[config.mk]
export PLATFORM = sky130hd
export DESIGN_NAME = stream_arb_mux_flat
export DESIGN_NICKNAME = d
export VERILOG_FILES = /design/src/rtl/stream_arb_mux_if.sv /design/src/rtl/stream_arb_mux.sv /design/src/flat_wrapper.sv
export SDC_FILE = /design/constraint.sdc
export NUM_CORES = 1
export LEC_CHECK = 0
export BUFFER_PORTS_ARGS = -buffer_cell sky130_fd_sc_hd__buf_2
export CAP_MARGIN = 10
export CELL_PAD_IN_SITES_DETAIL_PLACEMENT = 1
export CELL_PAD_IN_SITES_GLOBAL_PLACEMENT = 1
export CORE_MARGIN = 2
export CORE_UTILIZATION = 28
export DETAILED_ROUTE_END_ITERATION = 8
export GPL_TIMING_DRIVEN = 0
export PLACE_DENSITY_LB_ADDON = 0.1
export SYNTH_ARGS = -nofsm -noshare
export SYNTH_HDL_FRONTEND = slang
export SYNTH_SLANG_ARGS = --single-unit
[constraint.sdc]
create_clock -name clk_i -period 2.08 [get_ports clk_i]
set_input_delay 0.104 -clock clk_i [delete_from_list [all_inputs] [get_ports clk_i]]
set_output_delay 0.104 -clock clk_i [all_outputs]
set_load 0.01 [all_outputs]
[src/rtl/stream_arb_mux_if.sv]
// -----------------------------------------------------------------------------
// stream_arb_mux_if
//   Bundle of stream signals around stream_arb_mux.
//   Channel side : valid_i / ready_o / words_i / last_i (one lane per input)
//   Sink side    : valid_o / ready_i / word_o / last_o / sel_o
//   modport slave  - the multiplexer itself
//   modport master - whatever drives the producers and the sink (e.g. a bench)
// -----------------------------------------------------------------------------
interface stream_arb_mux_if #(
  parameter int WORD_WIDTH  = 8,
  parameter int INPUT_COUNT = 4,
  parameter int ADDR_WIDTH  = 2
);
  localparam int TOTAL_WIDTH = WORD_WIDTH * INPUT_COUNT;

  logic [INPUT_COUNT-1:0] valid_i;
  logic [INPUT_COUNT-1:0] ready_o;
  logic [TOTAL_WIDTH-1:0] words_i;
  logic [INPUT_COUNT-1:0] last_i;
  logic                   valid_o;
  logic                   ready_i;
  logic [WORD_WIDTH-1:0]  word_o;
  logic                   last_o;
  logic [ADDR_WIDTH-1:0]  sel_o;

  modport slave (
    input  valid_i, words_i, last_i, ready_i,
    output ready_o, valid_o, word_o, last_o, sel_o
  );

  modport master (
    output valid_i, words_i, last_i, ready_i,
    input  ready_o, valid_o, word_o, last_o, sel_o
  );
endinterface

[src/rtl/stream_arb_mux.sv]
// -----------------------------------------------------------------------------
// stream_arb_mux
//   N:1 stream multiplexer with per-channel valid/ready, built-in arbitration
//   (fixed priority or round-robin) and packet locking. The output stage is a
//   single register: 1-cycle latency, one beat per cycle.
//
//   clk_i  - clock, rising edge
//   rst_i  - synchronous reset, active-high
//   bus    - stream_arb_mux_if.slave (channel inputs, registered output)
//
//   Once a channel delivers a beat without last, it owns the output until its
//   last beat; bubbles on that channel stall everyone else.
// -----------------------------------------------------------------------------
module stream_arb_mux #(
  parameter int WORD_WIDTH  = 8,
  parameter int INPUT_COUNT = 4,
  parameter int ADDR_WIDTH  = 2,
  parameter int ARB_MODE    = 0,
  parameter int TOTAL_WIDTH = WORD_WIDTH * INPUT_COUNT
) (
  input  logic             clk_i,
  input  logic             rst_i,
  stream_arb_mux_if.slave  bus
);

  typedef enum logic {
    ST_OPEN,    // free arbitration
    ST_LOCKED   // mid-packet: only grant_q may be served
  } state_t;

  state_t                 state_q, state_d;
  logic [ADDR_WIDTH-1:0]  grant_q, grant_d;
  logic [ADDR_WIDTH-1:0]  rr_ptr_q, rr_ptr_d;
  logic                   valid_q, valid_d;
  logic [WORD_WIDTH-1:0]  word_q, word_d;
  logic                   last_q, last_d;
  logic [ADDR_WIDTH-1:0]  sel_q, sel_d;

  logic [TOTAL_WIDTH-1:0] words;
  logic                   load;
  logic                   arb_found;
  logic [ADDR_WIDTH-1:0]  arb_idx;
  logic                   have_sel;
  logic [ADDR_WIDTH-1:0]  sel_idx;
  logic [WORD_WIDTH-1:0]  word_sel;
  logic                   last_sel;
  logic [INPUT_COUNT-1:0] ready;
  logic                   xfer;

  assign words = bus.words_i;

  // The output register can take a new word when empty or being drained.
  // This is a combinational path from ready_i to ready_o.
  assign load = !valid_q || bus.ready_i;

  // Arbitration. In round-robin mode the first pass only looks at channels at
  // or above rr_ptr; the second pass covers the wrap-around part. In fixed
  // priority mode only the second pass is active, so lowest index wins.
  always_comb begin
    // NOTE: every variable written here gets a default first, so no path
    // leaves it unassigned and no latch is inferred.
    arb_found = 1'b0;
    arb_idx   = '0;
    if (ARB_MODE == 1) begin
      for (int k = 0; k < INPUT_COUNT; k++) begin
        if (!arb_found && bus.valid_i[k] && (ADDR_WIDTH'(k) >= rr_ptr_q)) begin
          arb_found = 1'b1;
          arb_idx   = ADDR_WIDTH'(k);
        end
      end
    end
    for (int k = 0; k < INPUT_COUNT; k++) begin
      if (!arb_found && bus.valid_i[k]) begin
        arb_found = 1'b1;
        arb_idx   = ADDR_WIDTH'(k);
      end
    end
  end

  // While locked the granted channel is selected even if it is not valid,
  // which is what makes a bubble stall the other channels.
  assign have_sel = (state_q == ST_LOCKED) || arb_found;
  assign sel_idx  = (state_q == ST_LOCKED) ? grant_q : arb_idx;

  always_comb begin
    word_sel = '0;
    last_sel = 1'b0;
    ready    = '0;
    for (int k = 0; k < INPUT_COUNT; k++) begin
      if (sel_idx == ADDR_WIDTH'(k)) begin
        word_sel = words[k*WORD_WIDTH +: WORD_WIDTH];
        last_sel = bus.last_i[k];
        ready[k] = load && have_sel && !rst_i;
      end
    end
  end

  assign xfer = |(bus.valid_i & ready);

  // Next-state logic for the lock FSM and the output register.
  always_comb begin
    state_d  = state_q;
    grant_d  = grant_q;
    rr_ptr_d = rr_ptr_q;
    valid_d  = valid_q;
    word_d   = word_q;
    last_d   = last_q;
    sel_d    = sel_q;
    if (xfer) begin
      valid_d = 1'b1;
      word_d  = word_sel;
      last_d  = last_sel;
      sel_d   = sel_idx;
      if (!last_sel) begin
        state_d = ST_LOCKED;
        grant_d = sel_idx;
      end else begin
        state_d = ST_OPEN;
        // The pointer moves only on packet completion, never mid-packet.
        if (ARB_MODE == 1) begin
          rr_ptr_d = (sel_idx == ADDR_WIDTH'(INPUT_COUNT - 1)) ? '0
                                                               : sel_idx + 1'b1;
        end
      end
    end else if (valid_q && bus.ready_i) begin
      // Drained with nothing to replace it; data/last/sel keep their values.
      valid_d = 1'b0;
    end
  end

  always_ff @(posedge clk_i) begin
    // NOTE: state registers use non-blocking assignments so every flop
    // samples pre-edge values regardless of statement order.
    if (rst_i) begin
      // NOTE: the lock clears immediately on reset; a partially emitted
      // packet is left for upstream to deal with.
      state_q  <= ST_OPEN;
      grant_q  <= '0;
      rr_ptr_q <= '0;
      valid_q  <= 1'b0;
      word_q   <= '0;
      last_q   <= 1'b0;
      sel_q    <= '0;
    end else begin
      state_q  <= state_d;
      grant_q  <= grant_d;
      rr_ptr_q <= rr_ptr_d;
      valid_q  <= valid_d;
      word_q   <= word_d;
      last_q   <= last_d;
      sel_q    <= sel_d;
    end
  end

  assign bus.ready_o = ready;
  assign bus.valid_o = valid_q;
  assign bus.word_o  = word_q;
  assign bus.last_o  = last_q;
  assign bus.sel_o   = sel_q;

endmodule

[src/flat_wrapper.sv]
// flat-port wrapper written by rule: the top's interface ports become plain ports
module stream_arb_mux_flat 
#(
  parameter int WORD_WIDTH  = 8,
  parameter int INPUT_COUNT = 4,
  parameter int ADDR_WIDTH  = 2,
  parameter int ARB_MODE    = 0,
  parameter int TOTAL_WIDTH = WORD_WIDTH * INPUT_COUNT
)
  (clk_i, rst_i, bus_valid_i, bus_words_i, bus_last_i, bus_ready_i, bus_ready_o, bus_valid_o, bus_word_o, bus_last_o, bus_sel_o);
  stream_arb_mux_if #(.WORD_WIDTH(WORD_WIDTH), .INPUT_COUNT(INPUT_COUNT), .ADDR_WIDTH(ADDR_WIDTH)) bus_i ();
  input  logic clk_i;
  input  logic rst_i;
  input wire logic [$bits(bus_i.valid_i)-1:0] bus_valid_i;
  input wire logic [$bits(bus_i.words_i)-1:0] bus_words_i;
  input wire logic [$bits(bus_i.last_i)-1:0] bus_last_i;
  input wire logic [$bits(bus_i.ready_i)-1:0] bus_ready_i;
  output wire logic [$bits(bus_i.ready_o)-1:0] bus_ready_o;
  output wire logic [$bits(bus_i.valid_o)-1:0] bus_valid_o;
  output wire logic [$bits(bus_i.word_o)-1:0] bus_word_o;
  output wire logic [$bits(bus_i.last_o)-1:0] bus_last_o;
  output wire logic [$bits(bus_i.sel_o)-1:0] bus_sel_o;
  assign bus_i.valid_i = bus_valid_i;
  assign bus_i.words_i = bus_words_i;
  assign bus_i.last_i = bus_last_i;
  assign bus_i.ready_i = bus_ready_i;
  assign bus_ready_o = bus_i.ready_o;
  assign bus_valid_o = bus_i.valid_o;
  assign bus_word_o = bus_i.word_o;
  assign bus_last_o = bus_i.last_o;
  assign bus_sel_o = bus_i.sel_o;
  stream_arb_mux #(.WORD_WIDTH(WORD_WIDTH), .INPUT_COUNT(INPUT_COUNT), .ADDR_WIDTH(ADDR_WIDTH), .ARB_MODE(ARB_MODE), .TOTAL_WIDTH(TOTAL_WIDTH)) u_core (.clk_i(clk_i), .rst_i(rst_i), .bus(bus_i));
endmodule
* Word-level counts from Yosys, hierarchy flattened
Index checks and enable logic that the tools add are counted.
W data, S select, Z words.
** Storage, ports and cells
- Bits in registers :: 15
- Bits in latches :: 0
- Bits in writable memories :: 0
- Memory bits (read-only) :: 0
- Bits of input ports :: 43
- Output and inout bits :: 16
- Word-level logic and storage cells :: 51
- Memories kept :: 0
** Operators by class
- $add $sub $neg :: 0
- Multipliers :: 0
- Divide/modulo/power cells :: 0
- Magnitude comparators :: 0
- Equal/unequal tests :: 3
- Shift-type cells :: 0
- Multiplexer cells :: 23
- Bitwise logic cells :: 2
- Reductions and logical operators :: 17
** Operators with widths (count)
- $mux W8 :: 4
- $mux W1 :: 16
- $logic_and A1 B1 Y1 :: 6
- $mux W2 :: 3
- $logic_not A1 Y1 :: 5
- $and A4 B4 Y4 :: 1
- $eq A2 B2 Y1 const B :: 2
- $reduce_or A4 Y1 :: 1
- $eq A2 B1 Y1 const B :: 1
- $logic_not A2 Y1 :: 1
- $logic_or A1 B1 Y1 :: 2
- $reduce_and A2 Y1 :: 1
- $reduce_bool A2 Y1 :: 1
- $not A1 Y1 :: 1

* Logic depth before layout (Yosys ltp)
Gate-level depths: netlist of run 1.
- Depth after elaboration :: 18
- Gate-level depth with buffers :: 9

* Worst setup path before layout of run 1
OpenSTA, ideal clock, no wires.
- Kind :: reg2reg
- Start point :: register u_core.state_q
- End point :: register u_core.last_q (netlist: u_core.bus.last_o)
- Setup time :: 0.127 ns
- Arrival :: 1.550 ns
- Data required time :: 1.953 ns
- Path slack :: 0.403 ns
- Stages on the path, launching flop included :: 7
- Buffers on the path :: 1
- Clock period less this slack :: 1.677 ns
- Cell sequence :: dfxtp_1 > buf_6 > o41ai_4 > mux2i_1 > mux2i_1 > nor2_1 > nor3_2
** Between the ends
- Cells in the longest elaborated chain, start to end :: 6
** RTL lines
- from (decl) :: line stream_arb_mux.sv:31 : state_t state_q, state_d;
- from (signal assigned) :: line stream_arb_mux.sv:145 : state_q <= state_d;
- $mux W2 / $logic_or A1 B1 Y1 (equally long branches) :: line stream_arb_mux.sv:83, stream_arb_mux.sv:82
- $logic_not A2 Y1 / $logic_and A1 B1 Y1 (equally long branches) :: line stream_arb_mux.sv:90, stream_arb_mux.sv:93
- $mux W1 / $logic_and A1 B1 Y1 (equally long branches) :: line stream_arb_mux.sv:90, stream_arb_mux.sv:93
- $mux W1 :: line stream_arb_mux.sv:90 : if (sel_idx == ADDR_WIDTH'(k)) begin
- $mux W1 / $and A4 B4 Y4 (equally long branches) :: line stream_arb_mux.sv:90, stream_arb_mux.sv:98
- $mux W1 / $reduce_or A4 Y1 (equally long branches) :: line stream_arb_mux.sv:90, stream_arb_mux.sv:98
- to (signal assigned) :: line stream_arb_mux.sv:150 : last_q <= last_d;
- to (decl) :: line stream_arb_mux.sv:36 : logic last_q, last_d;
Parallel ways exist; a longest one is shown, timed or not.
A chain may end at the register's enable or synchronous reset.

* Worst setup path after layout of run 1
- Start point :: register u_core.state_q
- End point :: output port bus_ready_o[0]
** Between the ends
- Cells in the longest elaborated chain, start to end :: 4
** RTL lines
- $logic_or A1 B1 Y1 :: line stream_arb_mux.sv:82 : assign have_sel = (state_q == ST_LOCKED) || arb_found;
- $logic_and A1 B1 Y1 (2 in a row) :: line stream_arb_mux.sv:93 : ready[k] = load && have_sel && !rst_i;
- $mux W1 * :: line stream_arb_mux.sv:90
- to (decl) :: line flat_wrapper.sv:18 : output wire logic [$bits(bus_i.ready_o)-1:0] bus_ready_o;
Every way passes the cells marked *; elsewhere a longest branch is shown, timed or not.

==> reports/results.tsv, run 1 <==
stage	metric	value	unit
sta	fin worst setup slack	0.143	ns
floorplan	Chip Width	64.1	um
sta	final clock skew	0.00361	ns
status	status	complete, no violations	
power	Peak VDD IR	177	uV
hold_path	worst hold endpoint	u_core.bus.valid_o	
logic_synthesis	Seq/Total Area, Yosys	29.7	%
placed_design	placed cells	249	
job	Max Cap Viol	0	
sta	count of final setup violators	0	
power	total power	816	uW
sta	fin crit period	1.94	ns
setup_path	Crit Path Category	flip-flop to output pin	
drt	drt pass-1 iters	4	
logic_synthesis	mean post-synth cell area	6.88	um^2
layout	Layout area overhead	37.9	%
layout	Nets	252	
setup_path	FF-to-FF End	u_core.grant_q[1]	
sta	Slew Limit Fails	0	
floorplan	Cell Rows	21	
setup_path	Worst Setup End Kind	output pin	
placed_design	port buffer count	56	
setup_path	CP cell instances	buf_6, nand2_1, o41a_1, buf_4, nand2_1, nor2_1, buf_2	
logic_synthesis	synthesized area	1010	um^2
logic_synthesis	register bit count reported by yosys	15	
placed_design	dpl hpwl	2950	um
clocking	CTS Buf Count	3	
clocking	H-tree Lvls	1	
sta	Rel. slew slack	63.7	%
sta	worst slew pin tran	0.544	ns
drt	WL final	3670	um
setup_path	Arr. time, crit path	1.83	ns
setup_path	max incr delay on CP	0.35	ns
floorplan	boundary pin count	59	
logic_synthesis	Unique masters post-synth	29	
setup_path	flop2flop setup slack	0.15	ns
logic_synthesis	Cells after Synth	147	
clocking	Clk pin slew, worst setup/hold paths	0.09	ns
layout	final non-filler cell total	254	
logic_synthesis	Syn Nets	190	
logic_synthesis	top area cells in the synthesized netlist	dfxtp_1, nand2_1, nand3_1	
floorplan	core area	3390	um^2
setup_path	CP bufs+invs	3	
setup_path	CP Launch Point	u_core.state_q	
clocking	hold buffer count at cts	0	
global_routing	grt total ovfl	0	
logic_synthesis	largest area contributor in the netlist	dfxtp_1	
drt	wire length per cell	14.4	um
clocking	CTS Root Cell	clkbuf_4	
global_routing	Total Routing Usage GR	19.2	%
hold_path	hold-critical path depth	4	
placed_design	Placed Area	1350	um^2
setup_path	crit path launch type	flip-flop	
sta	fmax	516	MHz
clocking	clk sinks	15	
layout	Inserted Diodes	0	
logic_synthesis	Yosys top cell area share	29.7	%
clocking	Longest Clk Path Bufs	2	
layout	layout cell share with drive strength beyond 1	35.6	%
layout	Fill cells	474	
power	pwr/cell area	585	nW/um^2
setup_path	CP Max Fanout	19	
setup_path	CP top delay family	buffers and inverters	
sta	final worst-path cycle share	93.1	%
global_routing	first-pass GRT wire length	6240	um
layout	final instance area	1390	um^2
placed_design	pre-CTS setup slack	0.0108	ns
setup_path	reg2reg path depth	7	
power	leakage power	0.672	nW
sta	total negative slack	0	ns
placed_design	RePlAce Congestion	0.767	
clocking	clock latency at the later pin of the worst-skew pair	0.28	ns
hold_path	worst hold start	bus_ready_i	
setup_path	slowest CP cell	dfxtp_1	
global_routing	initial antenna violation count	0	
global_routing	vias in the first global route	1346	
sta	Hold Fails Final Rpt	0	
drt	Final ANT Viol Nets	0	
global_routing	largest net degree at the start of global routing	20	
drt	initial DRC count	14	
setup_path	Req. time, crit path	1.98	ns
drt	detailed-route DRC error count	0	
sta	RSZ-0062 raised after global routing	yes	
logic_synthesis	yosys warns	0	
clocking	TritonCTS clock tree	yes	
hold_path	HP Class	primary input to flip-flop	
drt	vias per cell	5.06	
drt	Vias	1284	
setup_path	most used cell, CP	nand2_1	
floorplan	Die ar.	4110	um^2
floorplan	initial core utilization	29.8	%
floorplan	Chip Height	64.1	um
setup_path	r2r startpoint	u_core.state_q	
==> sequential cells by signal (all words and copies together) (netlist names) <==
signal and flops:
u_core.bus.word_o 8, u_core.bus.valid_o 1, u_core.bus.last_o 1, u_core.grant_q 2, u_core.state_q 1, u_core.bus.sel_o 2
==> routing by layer <==
| layer | vias up | part of all wire (%) | wire, um | GRT usage, % |
|---|---|---|---|---|
| met1 | 608 | 44 | 1610 | 24.0 |
| met4 | 0 | 0 | 0 | 5.32 |
| li1 | 636 | - | - | - |
| met2 | 40 | 51 | 1860 | 34.0 |
| met3 | 0 | 5.5 | 203 | 2.99 |
| met5 | - | 0 | 0 | 0 |
==> power breakdown <==
group | switching [mW] | total, mW | internal, mW
logic | 0.181 | 0.310 | 0.128
registers | 0.0157 | 0.330 | 0.314
clock network | 0.101 | 0.176 | 0.0744
==> cells in the final DEF, fill, tap and decap left out, types with 2 or more instances in the layout <==
master,count
mux2i_1,5
a211oi_1,2
buf_2,58
nor2_1,10
nand2_1,47
clkbuf_1,3
clkbuf_4,3
nand3_1,24
buf_4,3
a311oi_1,2
dfxtp_1,15
inv_1,3
a31oi_1,2
buf_6,2
a21oi_1,12
==> kinds of logic (layout without fill, tap and decap cells) <==
group | after synthesis | after routing | synth area share [%]
AO/OA/AOI/OAI | 29 | 29 | 22.8
multiplexers | 5 | 5 | 4.95
AND/OR/NAND/NOR | 85 | 85 | 35.8
buffers and inverters | 13 | 74 | 6.81
flip-flops | 15 | 15 | 29.7
==> metrics by stage <==
step / hold slack (ns) / utilization, %
after floorplan: 0.296 / -
after global placement: 0.388 / 39.8
after detailed placement: 0.409 / 39.8
after CTS: 0.107 / 41.0
after global routing: 0.139 / 41.1
final: 0.102 / 41.1
==> cell usage after synthesis (all sizes together) <==
master	n
inv	3
nand3	24
buf	7
a311oi	2
clkbuf	3
a211oi	3
mux2i	5
o21ai	1
nor3	2
nor2	10
dfxtp	15
o21a	2
a41oi	1
a21oi	12
and2	1
o41a	1
a31oi	2
nand2	47
o31a	1
a221oi	2
o41ai	1
o31ai	1
nand2b	1
==> tightest hold or removal path: cells and delay by family <==
family	cells	cell delay (ns)
compound gates	1	0.05
buf+inv	2	0.12
simple gates	1	0.07
==> repair_timing <==
action / in CTS / in global routing
gates cloned: 0 / 0
resized for setup: 1 / 4
setup buffers: 2 / 0
pin swaps: 1 / 0
endpoints found under the setup margin: 6 / 4
==> worst max path at each step <==
stage | endpoint | slack [ns] | cells after the start
final | bus_ready_o[0] | 0.14 | 7
after floorplan | u_core.bus.last_o | 0.40 | 6
after detailed placement | u_core.grant_q[1] | 0.01 | 6
after CTS | bus_ready_o[0] | 0.05 | 7
after global placement | u_core.grant_q[1] | 0.05 | 6
after global routing | u_core.grant_q[1] | -0.008 | 7
==> layout make-up <==
| cell class | count | area [um^2] | area share (%) |
|---|---|---|---|
| plain buffers | 9 | 56.3 | 4.04 |
| clock buffers | 4 | 26.3 | 1.89 |
| inverters | 3 | 11.3 | 0.808 |
| multi-input cells | 119 | 647 | 46.4 |
| flip-flops and latches | 15 | 300 | 21.5 |
| repair buffers | 58 | 295 | 21.2 |
| well taps | 46 | 57.6 | 4.13 |
No activity file was read; power rests on OpenSTA's default activity.
==> run 2, diff against run 1 <==
==> constraint.sdc (replaced) <==
create_clock -name clk_i -period 2.08 [get_ports clk_i]
set_input_delay 0.312 -clock clk_i [delete_from_list [all_inputs] [get_ports clk_i]]
set_output_delay 0.312 -clock clk_i [all_outputs]
set_load 0.01 [all_outputs]
==> run 2 against run 1 <==
Maximum frequency shrank 1.2%. Clock power is essentially flat. Non-clock buffer count grew 9. Core utilization grew 2.6 points. Hold slack gained 0.21 ns. Sequential cell count is the same. Sequential share of layout area shrank 1.2 points. Critical path depth shrank 1. Critical endpoint is now bus_ready_o[3]. Final cell count grew 3.5%. Wire length grew 2.4%. Via count grew 2.8%. Largest power group is now combinational logic. Die area is the same.
==> reports/results.tsv, run 2 (synthesis gave the netlist of run 1 again) <==
stage	metric	value	unit	change
setup_path	flop2flop setup slack	0.15	ns	about the same
clocking	clock latency at the later pin of the worst-skew pair	0.28	ns	about the same
global_routing	largest net degree at the start of global routing	20		unchanged
drt	wire length per cell	14.3	um	-1.1%
drt	WL final	3760	um	+2.4%
hold_path	worst hold endpoint	u_core.bus.valid_o		
floorplan	core area	3390	um^2	unchanged
clocking	Clk pin slew, worst setup/hold paths	0.10	ns	about the same
setup_path	Arr. time, crit path	1.65	ns	-0.18 ns
setup_path	Req. time, crit path	1.77	ns	-0.21 ns
status	status	complete, no violations		
setup_path	FF-to-FF End	u_core.grant_q[0]		
sta	fin crit period	1.96	ns	+0.0232 ns
floorplan	Chip Width	64.1	um	unchanged
layout	Inserted Diodes	0		unchanged
power	total power	844	uW	+3.5%
floorplan	Die ar.	4110	um^2	unchanged
setup_path	r2r startpoint	u_core.state_q		
setup_path	max incr delay on CP	0.35	ns	about the same
clocking	CTS Root Cell	clkbuf_4		
setup_path	Worst Setup End Kind	output pin		
layout	layout cell share with drive strength beyond 1	39.2	%	+3.6 points
setup_path	crit path launch type	flip-flop		
placed_design	RePlAce Congestion	0.767		unchanged
clocking	hold buffer count at cts	0		unchanged
placed_design	port buffer count	56		unchanged
sta	fmax	510	MHz	-1.2%
layout	commonest non-fill, non-tap cell in the layout	buf_2		
setup_path	CP Max Fanout	10		-9
clocking	TritonCTS clock tree	yes		
global_routing	met1 usage	23.5	%	-0.54 points
setup_path	most used cell, CP	buf_6		
power	leakage power	0.718	nW	+6.9%
floorplan	boundary pin count	59		unchanged
global_routing	grt total ovfl	0		unchanged
global_routing	met3 Track Usage GR	2.99	%	unchanged
clocking	Longest Clk Path Bufs	2		unchanged
hold_path	HP Class	primary input to flip-flop		
global_routing	initial antenna violation count	0		unchanged
sta	Rel. slew slack	65.1	%	+1.3 points
clocking	clk sinks	15		unchanged
drt	initial DRC count	25		+11
sta	final clock skew	0.00250	ns	-0.00111 ns
drt	drt pass-1 iters	4		unchanged
placed_design	Placed Area	1350	um^2	unchanged
drt	vias per cell	5.02		-0.71%
hold_path	hold-critical path depth	4		unchanged
sta	RSZ-0062 raised after global routing	no		
job	Max Cap Viol	0		unchanged
layout	final instance area	1480	um^2	+6.4%
floorplan	Chip Height	64.1	um	unchanged
drt	Final ANT Viol Nets	0		unchanged
layout	Nets	261		+3.6%
layout	max reg flops	8		unchanged
drt	Vias	1320		+2.8%
sta	worst slew pin tran	0.524	ns	-0.0200 ns
power	pwr/cell area	569	nW/um^2	-2.7%
setup_path	reg2reg path depth	8		+1
setup_path	Crit Path Category	flip-flop to output pin		
clocking	CTS Buf Count	3		unchanged
setup_path	slowest CP cell	dfxtp_2		
floorplan	initial core utilization	29.8	%	unchanged
global_routing	met2 Usage GRT	34.5	%	+0.52 points
global_routing	vias in the first global route	1349		+0.22%
setup_path	CP cell instances	buf_6, o41ai_4, buf_6, nand2_1, nor2_1, buf_2		
power	Peak VDD IR	174	uV	-1.5%
sta	Slew Limit Fails	0		unchanged
global_routing	most used routing layer	met2		
sta	final worst-path cycle share	94.2	%	+1.1 points
layout	Layout area overhead	46.7	%	
clocking	H-tree Lvls	1		unchanged
setup_path	CP Launch Point	u_core.state_q		
global_routing	Total Routing Usage GR	19.3	%	+0.074 points
placed_design	dpl hpwl	2950	um	unchanged
drt	detailed-route DRC error count	0		unchanged
sta	count of final setup violators	0		unchanged
sta	Hold Fails Final Rpt	0		unchanged
layout	Fill cells	474		unchanged
hold_path	worst hold start	bus_ready_i		
setup_path	CP top delay family	buffers and inverters		
setup_path	CP bufs+invs	3		unchanged
floorplan	Cell Rows	21		unchanged
layout	commonest non-fill, non-tap cells in the layout	buf_2, nand2_1, nand3_1		
global_routing	first-pass GRT wire length	6280	um	+0.56%
## run 2: worst max-delay path by stage
stage                     endpoint  cells after the start
floorplan           bus_ready_o[2]                      5
global placement    bus_ready_o[2]                      6
detailed placement  bus_ready_o[3]                      6
CTS                 bus_ready_o[0]                      5
global route        bus_ready_o[3]                      6
finish              bus_ready_o[3]                      6
## run 2: report_power, final
| part | internal [mW] | total (mW) | switching [mW] |
|---|---|---|---|
| Clock | 0.0744 | 0.175 | 0.100 |
| Combinational | 0.151 | 0.339 | 0.188 |
| Sequential | 0.315 | 0.330 | 0.0155 |
## run 2: what timing repair did
item                                    in CTS  in global routing
pin swaps                                    1                  1
buffers inserted                             2                  9
endpoints found under the setup margin       6                  5
gates resized for setup                      5                  6
## run 2: tightest hold or removal path, delay by kind of cell
family | cells | cell delay, ns
buffers and inverters | 2 | 0.12
AND/OR/NAND/NOR | 1 | 0.07
AO/OA/AOI/OAI | 1 | 0.05
## run 2: layout make-up
class	instances	area, um^2	share of cell area (%)
timing repair buffer	67	363	24.5
clock buffer	4	26.3	1.77
buffer	9	67.6	4.56
multi-input combinational	119	656	44.2
inverter	3	11.3	0.759
sequential	15	302	20.3
tap	46	57.6	3.88
## run 2: stage by stage
| stage | std cells | worst slack (ns) | hold slack, ns | utilization [%] | TNS, ns |
|---|---|---|---|---|---|
| after floorplan | 147 | 0.267 | 0.440 | - | 0 |
| after global placement | 249 | -0.106 | 0.443 | 39.8 | -0.313 |
| after detailed placement | 249 | -0.126 | 0.447 | 39.8 | -0.381 |
| after CTS | 254 | 0.0136 | 0.315 | 41.3 | 0 |
| after global routing | 263 | 0.0316 | 0.347 | 43.7 | 0 |
| final | 263 | 0.120 | 0.310 | 43.7 | 0 |
## run 2: routing by layer
metal	wire length, um	vias up
met3	205	2
met4	13	0
met5	0	-
li1	-	654
met2	1910	42
met1	1620	622
